## src/rtl/wb_pkg.sv

```systemverilog
// Shared types for the write-back arbiter: FIFO entry layout and register-file constants.
package wb_pkg;

    localparam int DATA_W = 32;
    localparam logic [4:0] REG_ZERO = 5'd0;

    typedef struct packed {
        logic [4:0]        rd;
        logic              to_int;
        logic [DATA_W-1:0] data;
    } wb_entry_t;

endpackage

```

## src/rtl/wb_fifo.sv

```systemverilog
// Small synchronous FIFO of FPU write-back entries; the head is read straight from the array.
module wb_fifo
    import wb_pkg::*;
#(
    parameter int DEPTH = 2
) (
    input  logic                     clk,
    input  logic                     rst,
    input  logic                     push,
    input  wb_entry_t                push_data,
    input  logic                     pop,
    output wb_entry_t                head,
    output logic                     full,
    output logic                     empty,
    output logic [$clog2(DEPTH):0]   count
);

    localparam int AW = $clog2(DEPTH);
    localparam int CW = AW + 1;

    wb_entry_t         mem [DEPTH];
    logic [AW-1:0]     wr_ptr_reg;
    logic [AW-1:0]     rd_ptr_reg;
    logic [CW-1:0]     count_reg;
    logic              do_push;
    logic              do_pop;

    assign full    = (count_reg == CW'(DEPTH));
    assign empty   = (count_reg == '0);
    assign do_push = push && !full;
    assign do_pop  = pop && !empty;
    assign head    = mem[rd_ptr_reg];
    assign count   = count_reg;

    // Storage carries no reset; only the pointers define what is valid.
    always_ff @(posedge clk) begin
        if (do_push) begin
            mem[wr_ptr_reg] <= push_data;
        end
    end

    always_ff @(posedge clk or negedge rst) begin
        if (!rst) begin
            wr_ptr_reg <= '0;
            rd_ptr_reg <= '0;
            count_reg  <= '0;
        end else begin
            if (do_push) begin
                wr_ptr_reg <= wr_ptr_reg + AW'(1);
            end
            if (do_pop) begin
                rd_ptr_reg <= rd_ptr_reg + AW'(1);
            end
            case ({do_push, do_pop})
                2'b10:   count_reg <= count_reg + CW'(1);
                2'b01:   count_reg <= count_reg - CW'(1);
                default: count_reg <= count_reg;
            endcase
        end
    end

endmodule

```

## src/rtl/writeback_arbiter.sv

```systemverilog
// Register-file write port: integer results take priority over buffered FPU results,
// with a starvation release and a pending-destination scoreboard for decode.
module writeback_arbiter
    import wb_pkg::*;
#(
    parameter int FIFO_DEPTH   = 2,
    parameter int STARVE_LIMIT = 4,
    parameter int XLEN         = DATA_W
) (
    input  logic                        clk,
    input  logic                        rst,
    input  logic                        int_valid,
    input  logic [4:0]                  int_rd,
    input  logic                        int_fpu,
    input  logic [XLEN-1:0]             int_result,
    output logic                        int_ready,
    input  logic                        fpu_valid,
    input  logic [4:0]                  fpu_rd,
    input  logic                        fpu_int,
    input  logic [XLEN-1:0]             fpu_result,
    output logic                        fpu_ready,
    input  logic                        iss_valid,
    input  logic [4:0]                  iss_rd,
    input  logic                        iss_int,
    input  logic [4:0]                  q_rs1,
    input  logic [4:0]                  q_rs2,
    input  logic                        q_fpu1,
    input  logic                        q_fpu2,
    output logic                        busy1,
    output logic                        busy2,
    output logic [4:0]                  rd_w,
    output logic [XLEN-1:0]             result_w,
    output logic                        reg_write_w,
    output logic                        fpu_reg_write_w,
    output logic [$clog2(FIFO_DEPTH):0] fifo_count
);

    localparam int SW = $clog2(STARVE_LIMIT + 1);

    logic              alive_reg;
    logic [SW-1:0]     starve_cnt_reg;
    logic [SW-1:0]     starve_cnt_next;
    logic [31:0]       pend_int_reg;
    logic [31:0]       pend_fpu_reg;
    logic [31:0]       pend_int_next;
    logic [31:0]       pend_fpu_next;
    logic [31:0]       set_int, set_fpu, clr_int, clr_fpu;
    logic [4:0]        rd_w_reg;
    logic [XLEN-1:0]   result_w_reg;
    logic              reg_write_w_reg;
    logic              fpu_reg_write_w_reg;

    wb_entry_t         fifo_in;
    wb_entry_t         fifo_head;
    logic              fifo_full;
    logic              fifo_empty;
    logic              starve;
    logic              int_win;
    logic              pop;
    logic              push;

    assign starve    = (starve_cnt_reg == SW'(STARVE_LIMIT));
    assign int_ready = !starve;
    // alive_reg keeps the FIFO closed until the first edge after reset release.
    assign fpu_ready = alive_reg && !fifo_full;
    assign int_win   = int_valid && int_ready;
    assign pop       = !int_win && !fifo_empty;
    assign push      = fpu_valid && fpu_ready;
    assign fifo_in   = '{rd: fpu_rd, to_int: fpu_int, data: fpu_result};

    wb_fifo #(
        .DEPTH(FIFO_DEPTH)
    ) u_fifo (
        .clk       (clk),
        .rst       (rst),
        .push      (push),
        .push_data (fifo_in),
        .pop       (pop),
        .head      (fifo_head),
        .full      (fifo_full),
        .empty     (fifo_empty),
        .count     (fifo_count)
    );

    always_comb begin
        starve_cnt_next = starve_cnt_reg;
        if (pop || !fifo_full) begin
            starve_cnt_next = '0;
        end else if (int_win) begin
            starve_cnt_next = starve_cnt_reg + SW'(1);
        end
    end

    for (genvar gi = 0; gi < 32; gi++) begin : g_sb
        assign set_int[gi] = iss_valid && iss_int && (iss_rd == 5'(gi)) && (5'(gi) != REG_ZERO);
        assign set_fpu[gi] = iss_valid && !iss_int && (iss_rd == 5'(gi));
        assign clr_int[gi] = pop && fifo_head.to_int && (fifo_head.rd == 5'(gi));
        assign clr_fpu[gi] = pop && !fifo_head.to_int && (fifo_head.rd == 5'(gi));
    end

    // An issue landing on the same bit as a retiring pop leaves the bit set.
    assign pend_int_next = (pend_int_reg & ~clr_int) | set_int;
    assign pend_fpu_next = (pend_fpu_reg & ~clr_fpu) | set_fpu;

    assign busy1 = q_fpu1 ? pend_fpu_reg[q_rs1] : pend_int_reg[q_rs1];
    assign busy2 = q_fpu2 ? pend_fpu_reg[q_rs2] : pend_int_reg[q_rs2];

    always_ff @(posedge clk or negedge rst) begin
        if (!rst) begin
            alive_reg           <= 1'b0;
            starve_cnt_reg      <= '0;
            pend_int_reg        <= '0;
            pend_fpu_reg        <= '0;
            rd_w_reg            <= '0;
            result_w_reg        <= '0;
            reg_write_w_reg     <= 1'b0;
            fpu_reg_write_w_reg <= 1'b0;
        end else begin
            alive_reg      <= 1'b1;
            starve_cnt_reg <= starve_cnt_next;
            pend_int_reg   <= pend_int_next;
            pend_fpu_reg   <= pend_fpu_next;
            if (int_win) begin
                rd_w_reg            <= int_rd;
                result_w_reg        <= int_result;
                reg_write_w_reg     <= !int_fpu && (int_rd != REG_ZERO);
                fpu_reg_write_w_reg <= int_fpu;
            end else if (pop) begin
                rd_w_reg            <= fifo_head.rd;
                result_w_reg        <= fifo_head.data;
                reg_write_w_reg     <= fifo_head.to_int && (fifo_head.rd != REG_ZERO);
                fpu_reg_write_w_reg <= !fifo_head.to_int;
            end else begin
                reg_write_w_reg     <= 1'b0;
                fpu_reg_write_w_reg <= 1'b0;
            end
        end
    end

    assign rd_w            = rd_w_reg;
    assign result_w        = result_w_reg;
    assign reg_write_w     = reg_write_w_reg;
    assign fpu_reg_write_w = fpu_reg_write_w_reg;

endmodule

```

## config.mk

```make
export PLATFORM = sky130hd
export DESIGN_NAME = writeback_arbiter
export DESIGN_NICKNAME = d
export VERILOG_FILES = /design/src/rtl/wb_pkg.sv /design/src/rtl/wb_fifo.sv /design/src/rtl/writeback_arbiter.sv
export SDC_FILE = /design/constraint.sdc
export NUM_CORES = 1
export LEC_CHECK = 0
export BUFFER_PORTS_ARGS = -buffer_cell sky130_fd_sc_hd__buf_2
export CAP_MARGIN = 10
export CORE_MARGIN = 10
export CORE_UTILIZATION = 61
export DETAILED_ROUTE_END_ITERATION = 6
export HOLD_SLACK_MARGIN = 0.05
export MAX_ROUTING_LAYER = met4
export PLACE_DENSITY = 0.86
export SETUP_SLACK_MARGIN = 0.05
export SLEW_MARGIN = 40
export SYNTH_ARGS = -nofsm -noshare
export SYNTH_HDL_FRONTEND = slang
export SYNTH_SLANG_ARGS = --single-unit
```

## constraint.sdc

```tcl
create_clock -name clk -period 5.4 [get_ports clk]
set_input_delay 1.35 -clock clk [delete_from_list [all_inputs] [get_ports clk]]
set_output_delay 1.35 -clock clk [all_outputs]
set_load 0.005 [all_outputs]
```

* After elaboration in Yosys (flattened, before gate mapping)
Memories as Yosys holds them, arrays and structs flattened. Cells that the tools add are included.
Storage, ports and cells: flip-flop bits (word level) 111, RAM bits 76, input bits 99, output and inout port bits 45, word-level logic and storage cells 269, memories 1
Cells by class: add/sub/neg operators 5, $lt $le $gt $ge 2, equal/unequal tests 66, muxes and demuxes 23, bitwise operators 6, reductions and logical operators 155
Memories:
- u_fifo.mem | depth 2, bits a word 38, rd ports 1, clocked after memory_dff 0, write ports 1, line wb_fifo.sv:21 | wb_entry_t mem [DEPTH];
Operator list (number):
- equality test 5 bit, second input constant | 32
- logical AND 1 bit | 139
- equality test 5 x 4 -> 1 bit, second input constant | 16
- AND 32 bit | 2
- 2-to-1 mux 32 bit | 2
- NOT 32 bit | 2
- OR 32 bit | 2
- equality test 5 x 3 -> 1 bit, second input constant | 8
- binary-select mux 1 bit (select 5 bit) | 4
- equality test 5 x 2 -> 1 bit, second input constant | 4
- < comparator 5 x 6 -> 1 bit, second input constant | 2
- 2-to-1 mux 1 bit | 12
- equality test 5 x 1 -> 1 bit, second input constant | 2
- zero test 5 bit | 2
- 2-to-1 mux 5 bit | 2
- nonzero test 5 bit | 2
- zero test 1 bit | 7
- 2-to-1 mux 3 bit | 2
- nonzero test 2 bit | 3
- equality test 2 bit, second input constant | 2
- case mux 2 bit (2 select lines) | 1
- adder 3 x 1 -> 3 bit, second input constant | 1
- equality test 3 bit, second input constant | 1
- adder 1 bit, second input constant | 2
- other kinds (5) | 5

* Longest topological paths before layout
Gate-level depths: netlist of the first run.
word-level depth 10, mapped depth 9, gate-level depth less buffers 8

* Cells and area by module
From an unflattened synthesis of the first run, not the netlist that was laid out.
Second synthesis, totals: cell total of the unflattened synthesis 710, area, all modules 8718.4 sq um
Modules (own cells, without submodules):
- writeback_arbiter | instances 1, cells each 574, area an instance 5735.5 sq um, sequential area each 2677.6 sq um
- wb_fifo | instances 1, cells each 136, area an instance 2982.9 sq um, sequential area each 2382.3 sq um

* Worst setup path after synthesis of the first run
OpenSTA, ideal clock, no wires.
kind input to output, from input port q_rs1[1], to output port busy1, arrival 2801 ps, required time 4050 ps, path slack 1249 ps, stages on the path 5, buffers on the path 1, cells stage by stage clkbuf_1 > mux4_2 > mux4_2 > or2_0 > a32o_1
Between the ends: longest elaborated chain between the ends 3, elaborated cells between the ends (all ways) 5, those cells by class 5 x mux
RTL lines:
- start, declared | line writeback_arbiter.sv:25 | input logic [4:0] q_rs1,
- binary-select mux 1 bit (select 5 bit) | line writeback_arbiter.sv:105 | assign busy1 = q_fpu1 ? pend_fpu_reg[q_rs1] : pend_int_reg[q_rs1];
- 2-to-1 mux 1 bit (not written as such) | line writeback_arbiter.sv:105
- 2-to-1 mux 1 bit * | line writeback_arbiter.sv:105
- end, declared | line writeback_arbiter.sv:29 | output logic busy1,
Every way passes the cells marked *; elsewhere a longest branch is shown, timed or not. The select of a mux whose other input is x is not followed.

* Worst setup path after layout of the first run
from input port q_rs1[2], to output port busy1
The elaborated chain is that of the path after synthesis.

==> results of run 1 <==
kinds of logic (layout without fill, tap and decap cells):
| group | Yosys count | count (layout) | share of synthesized area |
|---|---|---|---|
| flops | 187 | 187 | 0.593 |
| compound gates | 223 | 223 | 0.139 |
| fa+ha+maj | 3 | 3 | 0.00440 |
| other cells | 1 | 4 | 0.000439 |
| simple gates | 166 | 166 | 0.0900 |
| xor+xnor | 6 | 6 | 0.00616 |
| buf+inv | 43 | 184 | 0.0235 |
| mux | 77 | 77 | 0.144 |
power groups by stage:
stage / clock network [W] / registers [W] / logic [W]
2_1_floorplan: 0 / 0.00201 / 0.000938
3_3_place_gp: 0 / 0.00209 / 0.00126
3_5_place_dp: 0 / 0.00212 / 0.00135
4_1_cts: 0.00115 / 0.00210 / 0.00137
5_1_grt: 0.00121 / 0.00215 / 0.00151
6_report: 0.00115 / 0.00212 / 0.00137
Yosys cell counts (all sizes together) (2+ instances only):
master and count:
o21ai 162, dfrtp 111, edfxtp 76, nand2 54, nor2 52, a21oi 39, mux2i 38, mux4 34
clkbuf 29, nand3 16, nand4 14, buf 11, nor2b 10, o211ai 6, mux2 5, a22oi 4
nand3b 4, or2 4, xnor2 4, a21boi 3, ha 3, inv 3, or4 3, a32o 2
a41oi 2, nor3 2, nor3b 2, xor2 2
metrics by stage:
stage | instance area (sq um) | utilization | setup slack (ps) | hold WS [ps] | power, W
floorplan | 8530 | - | 1250 | 428 | 0.00295
global placement | 9350 | 0.679 | 876 | 440 | 0.00335
detailed placement | 9410 | 0.683 | 826 | 454 | 0.00347
CTS | 9950 | 0.722 | 820 | 468 | 0.00462
global route | 9950 | 0.723 | 780 | 504 | 0.00487
finish | 9950 | 0.723 | 822 | 472 | 0.00464
final cells by class:
type	instances	area [sq um]
Sequential cell	187	5060
Fill cell	933	3820
Multi-Input combinational cell	476	3300
Timing Repair Buffer	149	807
Clock buffer	18	429
Tap cell	180	225
Clock inverter	14	109
Inverter	3	11.3
Antenna cell	3	7.51
routing by layer:
| layer | vias up | GRT usage | wire length (um) |
|---|---|---|---|
| met4 | 0 | 0.117 | 900 |
| met2 | 399 | 0.403 | 11700 |
| li1 | 2907 | - | - |
| met1 | 3293 | 0.276 | 8590 |
| met5 | - | - | 0 |
| met3 | 84 | 0.0712 | 2270 |
how the worst max path moves through the flow:
| stage | depth (start not counted) | to | start |
|---|---|---|---|
| 2_1_floorplan | 5 | busy1 | q_rs1[1] |
| 4_1_cts | 6 | busy1 | q_rs1[2] |
| 3_5_place_dp | 6 | busy1 | q_rs1[2] |
| 6_report | 6 | busy1 | q_rs1[2] |
| 3_3_place_gp | 6 | busy1 | q_rs1[1] |
| 5_1_grt | 6 | busy1 | q_rs1[2] |
worst max-delay path, stage by stage:
cell    delay, ps
buf_2         330
mux4_2        550
mux4_2        450
or2_0         210
a32o_1        210
buf_2         130
cell usage in the layout, fill, tap and decap left out, types with 3 or more instances in the layout:
cell	synthesis	routed
buf_2	7	142
o21ai_0	119	119
dfrtp_1	111	110
edfxtp_1	76	76
nand2_1	54	54
nor2_1	52	50
o21ai_1	43	43
a21oi_1	39	39
mux2i_1	38	38
mux4_2	28	28
clkbuf_16	0	17
nand3_1	16	16
nand4_1	14	14
nor2b_1	10	10
o211ai_1	6	6
mux4_1	6	6
inv_6	0	6
nand3b_1	4	4
a22oi_1	4	4
xnor2_1	4	4
buf_4	0	4
diode_2	0	3
inv_1	3	3
mux2_2	3	3
ha_1	3	3
==> reports/summary.md, run 1 <==
The flow ran to the end, and the final reports show no timing, DRC or antenna violations. After clock tree synthesis, the flow added hold-fix buffers numbering 0. The tool flagged a number of max-cap violations equal to 0. The slew at the pin with the worst max-slew slack is 795 ps.

The ratio of routed vias to standard cells was 6.49; the initial standard-cell utilization of the core was 0.620. Share of cells above drive strength 1: 0.259. In this run, synthesis produced a sequential element count of 187. Entering global routing, the biggest net connects 72 pins. The initial antenna violation count was 3. The library cell occupying the most area in the post-synthesis netlist was dfrtp_1. The total negative slack for setup checks is 0 ps.

The depth of the worst register-to-register path came out at 5. The start-to-end type of the worst setup path was input port to output pin. The tools report the startpoint of the lowest-slack hold path as starve_cnt_reg[0]$_DFFE_PN0P_.

Primary flip-flop cell chosen by synthesis mapping: dfrtp_1. After clock tree synthesis, the repair step resized 0 gates. Ranked by flip-flop count, first place goes to u_fifo.mem. Measured along the x axis, the die boundary spans 138 um. For the worst setup path, the data required time is 4050 ps.

Counting tap cells, the placed design contains a total of 995 instances. Setup violations remaining at the end of the flow were counted as 0. The cell count after synthesis came out at 706. The total congestion overflow is 0, and the setup slack on the worst flop-to-flop path is 2620 ps.

The tools report the portion of the post-synthesis area used by sequential elements as 0.593. The final cycle utilization of the critical path works out to 0.848. The tools report the timing-limited maximum frequency as 0.218 GHz. The detailed router finished its first iteration with 846 violations. STA classifies the critical path endpoint as an output pin.

Data on the critical path arrives at its endpoint at 3230 ps. The clock tree synthesis step divided the H-tree into 4 levels. The average instance area after synthesis came out at 12.1 sq um. TritonCTS built the clock tree. After legalization and detailed placement, the total HPWL measured 16400 um. The destination of the worst hold path was starve_cnt_reg[0]$_DFFE_PN0P_. The congestion estimate from routability-driven global placement came to 0.974. The logs give 17 for the CTS buffer count and 0.468 for the worst relative slew slack. The first-pass GRT wire length was 37100 um; the internal cell power was 0.00303 W. In this run the tool buffered the top-level ports with 143 buffer cells.

The aggregate routed wire length came out at 23400 um. Number of buffers inserted to repair setup after CTS: 0. The element type at the critical path start was an input port.

Capture point of the worst reg-to-reg path: pend_fpu_reg[16]$_DFF_PN0_. The first-pass iteration count of the detailed router is 5. The tree is rooted in a clkbuf_16. Summed over all cells, the static leakage comes to 4.07 nW. The fraction of power consumed by sequential logic was 0.456. The count of endpoints failing hold in the final timing report is 0. When the netlist entered floorplanning its net count stood at 808. Yosys attributes the largest share of cell area to dfrtp_1 (33%), edfxtp_1 (27%), mux4_2 (7.4%).

Setup repair after global routing left no endpoint under its margin. For the number of pins exceeding their max-slew limit in the final report, the log shows 0. Dividing the detail-routed wire length by the instance count gives 22.8 um. The run gives 17.7 ps as the final worst clock skew. For the number of top-level design ports, the log shows 144. Once detail routing completed, the nets flagged for antenna violations numbered 0. Type of the worst min-delay path: flip-flop to flip-flop. Critical register-to-register path startpoint: u_fifo.rd_ptr_reg$_DFFE_PN0P_. The number of stages on the worst hold path is 1. The register with the most flip-flops in the layout has 76 of them. The tools report the clock network fraction of total power as 0.248. Compared with the post-synthesis result, the final layout area differs by 16.7%. The total area inside the core boundary comes to 13800 sq um. The area of the mapped netlist is 8530 sq um. Largest voltage drop on the vdd net: 0.000314 V. The tools report the post-route DRC violation count as 0. The final layout contains 936 nets. The Yosys step of the flow raised 0 warnings. The buffer depth of the longest clock path came out at 2. The overall routing resource usage was 0.247; the number of flops mapped to enable cells by yosys was 76.

The fraction of synthesized cell area taken by the top area cell type is 0.326, and the full die area is 19100 sq um. The routed layout has 6683 vias. The latest clock arrival within the worst-skew pair is 450 ps. The synthesized netlist contains 47 unique library cells. The worst path needs 4580 ps of the cycle, external delays included. The number of global-route vias before repair was 7135. The die is 138 um tall. CTS saw 187 sinks. The critical-path maximum fanout was 16; the switching power was 0.00162 W.

The logic gate share of total power was 0.296; the fraction of registers with async set/reset was 0.594. After clock tree synthesis, the clock-pin slew on the worst setup and hold paths is 60 ps. The proportion of total power due to net switching came out at 0.348.

The power density over cell area was 466 nW/um^2; the total number of placement rows was 43. The count of cells in the finished layout, fillers not included, comes to 1030.
Note: power is estimated with default switching activity, not from simulation.
==> run 2: changes to the inputs <==
- CORE_UTILIZATION: 61 -> 56
- PLACE_DENSITY: 0.86 -> 0.8
- clock period: 5.4 -> 4.5 ns (I/O delays scaled with it)
==> run 2 against run 1 <==
  * Non-clock buffer count grew 1
  * Combinational power rose by 15%
  * Die area grew 7.6%
  * Via count down 2.8%
  * Hold slack got worse by 7.0 ps
  * Critical path type unchanged
==> reports/summary.md, run 2 (same netlist as run 1, synthesis figures left out) <==
The clock input transition at the sequential cells of the worst setup and hold paths came out at 70 ps (was 60 ps). The final HPWL from detailed placement was 15900 um (was 16400 um). The tools report the count of placed standard cells including taps as 1004 (was 995). The highest-delay cell along the critical path was mux4_1 (was mux4_2). The fraction of power consumed by sequential logic was 0.456 (about the same). Top library cells by usage in the layout, fill and taps aside: buf_2 (142), o21ai_0 (119), dfrtp_1 (110) (unchanged).

The logs give 937 (was 936) for the number of nets in the final layout and 0.424 (was 0.468) for the worst relative slew slack. Width of the die: 143 um (was 138 um). The run gives 15100 sq um (was 13800 sq um) as the total core area. The total congestion overflow is 0 (unchanged). The flow ran to the end, and the final reports show no timing, DRC or antenna violations.

The power density over cell area came out at 560 nW/um^2 (was 466 nW/um^2). The count of endpoints failing hold in the final timing report was 0 (unchanged). The final instance area is 10000 sq um (was 9950 sq um), and the flip-flop count of the largest register after layout is 76 (unchanged). The logs give 0.566 (was 0.620) for the initial standard-cell utilization of the core and 4 (unchanged) for the H-tree depth reported by CTS. The depth of the worst register-to-register path came out at 4 (was 5). The proportion of total power due to net switching works out to 0.349 (was 0.348). The ratio of routed vias to standard cells is 6.22 (was 6.49), and the total negative slack for setup checks is 0 ps (unchanged).

The minimum setup slack in the final design came out at 386 ps (was 822 ps). The vertical die dimension is 143 um (was 138 um), and the number of sinks driven by the clock tree is 187 (unchanged). The uppermost layer routed was met4 (unchanged). The final cycle utilization of the critical path came out at 0.914. The logs give 440 ps (was 450 ps) for the latest clock arrival within the worst-skew pair and 45 (was 43) for the total number of placement rows. The initial antenna violation count is 8 (was 3), and the number of I/O port buffers is 143 (unchanged). The met1 wire length was 8960 um (was 8590 um). The number of top-level design ports was 144 (unchanged). The CTS buffer count came out at 17 (unchanged). The type of the worst min-delay path was flip-flop to flip-flop (unchanged). The run gives 385 ps (was 826 ps) as the worst slack at placement. The switching power is 0.00196 W (was 0.00162 W).

The data arrival time at the worst-slack endpoint is 2990 ps (was 3230 ps). By instance count, the cell type seen most on the critical path is buf_2. The wire length per cell after detailed routing is 21.6 um (was 22.8 um).

The setup slack on the worst flop-to-flop path is 1810 ps (was 2620 ps). Register with the most flip-flops: u_fifo.mem (unchanged). The number of global-route vias before repair was 6448 (was 7135). For the sum of met3 wire segment lengths after detailed routing, the log shows 2320 um (was 2270 um). The slew at the pin with the worst max-slew slack works out to 862 ps (was 795 ps). The critical-path maximum fanout is 13 (was 16). Worst path cell trace: buf_2 > mux4_1 > mux4_2 > or2_0 > a32o_1 > buf_2 (was buf_2 > mux4_2 > mux4_2 > or2_0 > a32o_1 > buf_2). The logs give 0 (unchanged) for the number of buffers inserted to repair setup after CTS and 4.10 nW (was 4.07 nW) for the leakage power. The number of violations reported at the end of detailed-routing iteration 0 came out at 811 (was 846). The tools report the buffer depth of the longest clock path as 2 (unchanged). The full die area was 20600 sq um (was 19100 sq um); the final estimated routing congestion in global placement was 0.983 (was 0.974). The logs give 0 (unchanged) for the post-detailed-route count of antenna-violating nets and 7 (was 5) for the first-pass iteration count of the detailed router. The share of cells above drive strength 1 was 0.263 (was 0.259); the synthesis-to-layout area growth was 17.4% (was 16.7%). The number of stages on the worst hold path is 1 (unchanged), and the aggregate routed wire length is 22500 um (was 23400 um).

The overall routing resource usage was 0.228 (was 0.247). The post-route DRC violation count was 0 (unchanged). The tools report the capture point of the worst reg-to-reg path as pend_fpu_reg[26]$_DFF_PN0_ (was pend_fpu_reg[16]$_DFF_PN0_).

The start-to-end type of the worst setup path was input port to output pin (unchanged). The destination of the worst hold path was starve_cnt_reg[0]$_DFFE_PN0P_ (unchanged). The buffer type at the clock tree root was clkbuf_16 (unchanged). Type of destination of the critical path: an output pin (unchanged).

The final worst clock skew was 14.4 ps (was 17.7 ps). The element type at the critical path start was an input port (unchanged). The tools report the final-report setup violation count as 0 (unchanged).

The tools report the timing-limited maximum frequency as 0.243 GHz. The number of gates given a new drive strength after cts is 0 (unchanged). The total number of vias came out at 6495 (was 6683).

The logs give 3380 ps (was 4050 ps) for the required time of the worst setup path and 0 (unchanged) for the count of max-cap constraint violations. The tools report the startpoint of the lowest-slack hold path as starve_cnt_reg[0]$_DFFE_PN0P_ (unchanged). The clock network fraction of total power was 0.264 (was 0.248); the sum of met2 wire segment lengths after detailed routing was 10900 um (was 11700 um).

The logs give 1044 (was 1030) for the count of non-filler cells in the finished layout and 0.000490 V (was 0.000314 V) for the largest voltage drop on the vdd net. The logic gate share of total power is 0.280 (was 0.296). The first-pass GRT wire length came out at 35500 um (was 37100 um). The pin count of the biggest net entering global routing is 75 (was 72). Critical register-to-register path startpoint: u_fifo.rd_ptr_reg$_DFFE_PN0P_ (unchanged).

Setup repair after global routing left no endpoint under its margin. The total placed instance area is 9400 sq um (was 9410 sq um), and the largest stage delay on the critical path is 580 ps (was 550 ps). TritonCTS built the clock tree. The worst path in the final design needs a cycle of 4110 ps, including I/O delays and setup. The run gives 0 (unchanged) as the number of pins exceeding their max-slew limit in the final report. The most common library cell in the layout ignoring fill and taps is buf_2 (unchanged). The run gives 0.00365 W (was 0.00303 W) as the internal cell power. For the count of hold buffers inserted by post-cts repair, the log shows 0 (unchanged).
==> run 2: cell type report <==
class	instances	area, sq um
flip-flops and latches	187	5060
well taps	188	235
inverters	3	11.3
repair buffers	150	787
fillers	1099	5070
diodes	8	20.0
multi-input cells	476	3300
clock inverters	15	174
clock buffers	17	425
==> run 2: worst max-delay path by stage <==
stage | endpoint | depth (start not counted) | start
5_1_grt | busy2 | 6 | q_rs2[1]
6_report | busy2 | 6 | q_rs2[1]
2_1_floorplan | busy1 | 5 | q_rs1[1]
3_3_place_gp | busy2 | 6 | q_rs2[1]
4_1_cts | busy2 | 6 | q_rs2[1]
3_5_place_dp | busy2 | 6 | q_rs2[1]
==> run 2: critical path, delay by kind of cell <==
family	cells	cell delay (ps)
AOI/OAI and AO/OA	1	210
muxes	2	1050
and+or+nand+nor	1	210
buffers and inverters	2	390
==> run 2: metal layers <==
layer	GRT usage	up-vias
met5	-	-
met4	0.0575	0
met3	0.0769	32
met2	0.353	343
met1	0.285	3187
li1	-	2933
==> run 2: metrics by stage <==
| step | util | total power, W | hold slack (ps) |
|---|---|---|---|
| 6_report | 0.664 | 0.00561 | 465 |
| 3_3_place_gp | 0.622 | 0.00405 | 449 |
| 4_1_cts | 0.663 | 0.00560 | 465 |
| 2_1_floorplan | - | 0.00354 | 428 |
| 5_1_grt | 0.664 | 0.00590 | 502 |
| 3_5_place_dp | 0.623 | 0.00413 | 456 |
==> run 2: power groups by stage <==
stage | Sequential (W) | Combinational, W | Clock, W
after CTS | 0.00254 | 0.00157 | 0.00149
after global routing | 0.00259 | 0.00174 | 0.00156
after floorplan | 0.00241 | 0.00113 | 0
final | 0.00256 | 0.00157 | 0.00148
after detailed placement | 0.00257 | 0.00156 | 0
after global placement | 0.00254 | 0.00151 | 0
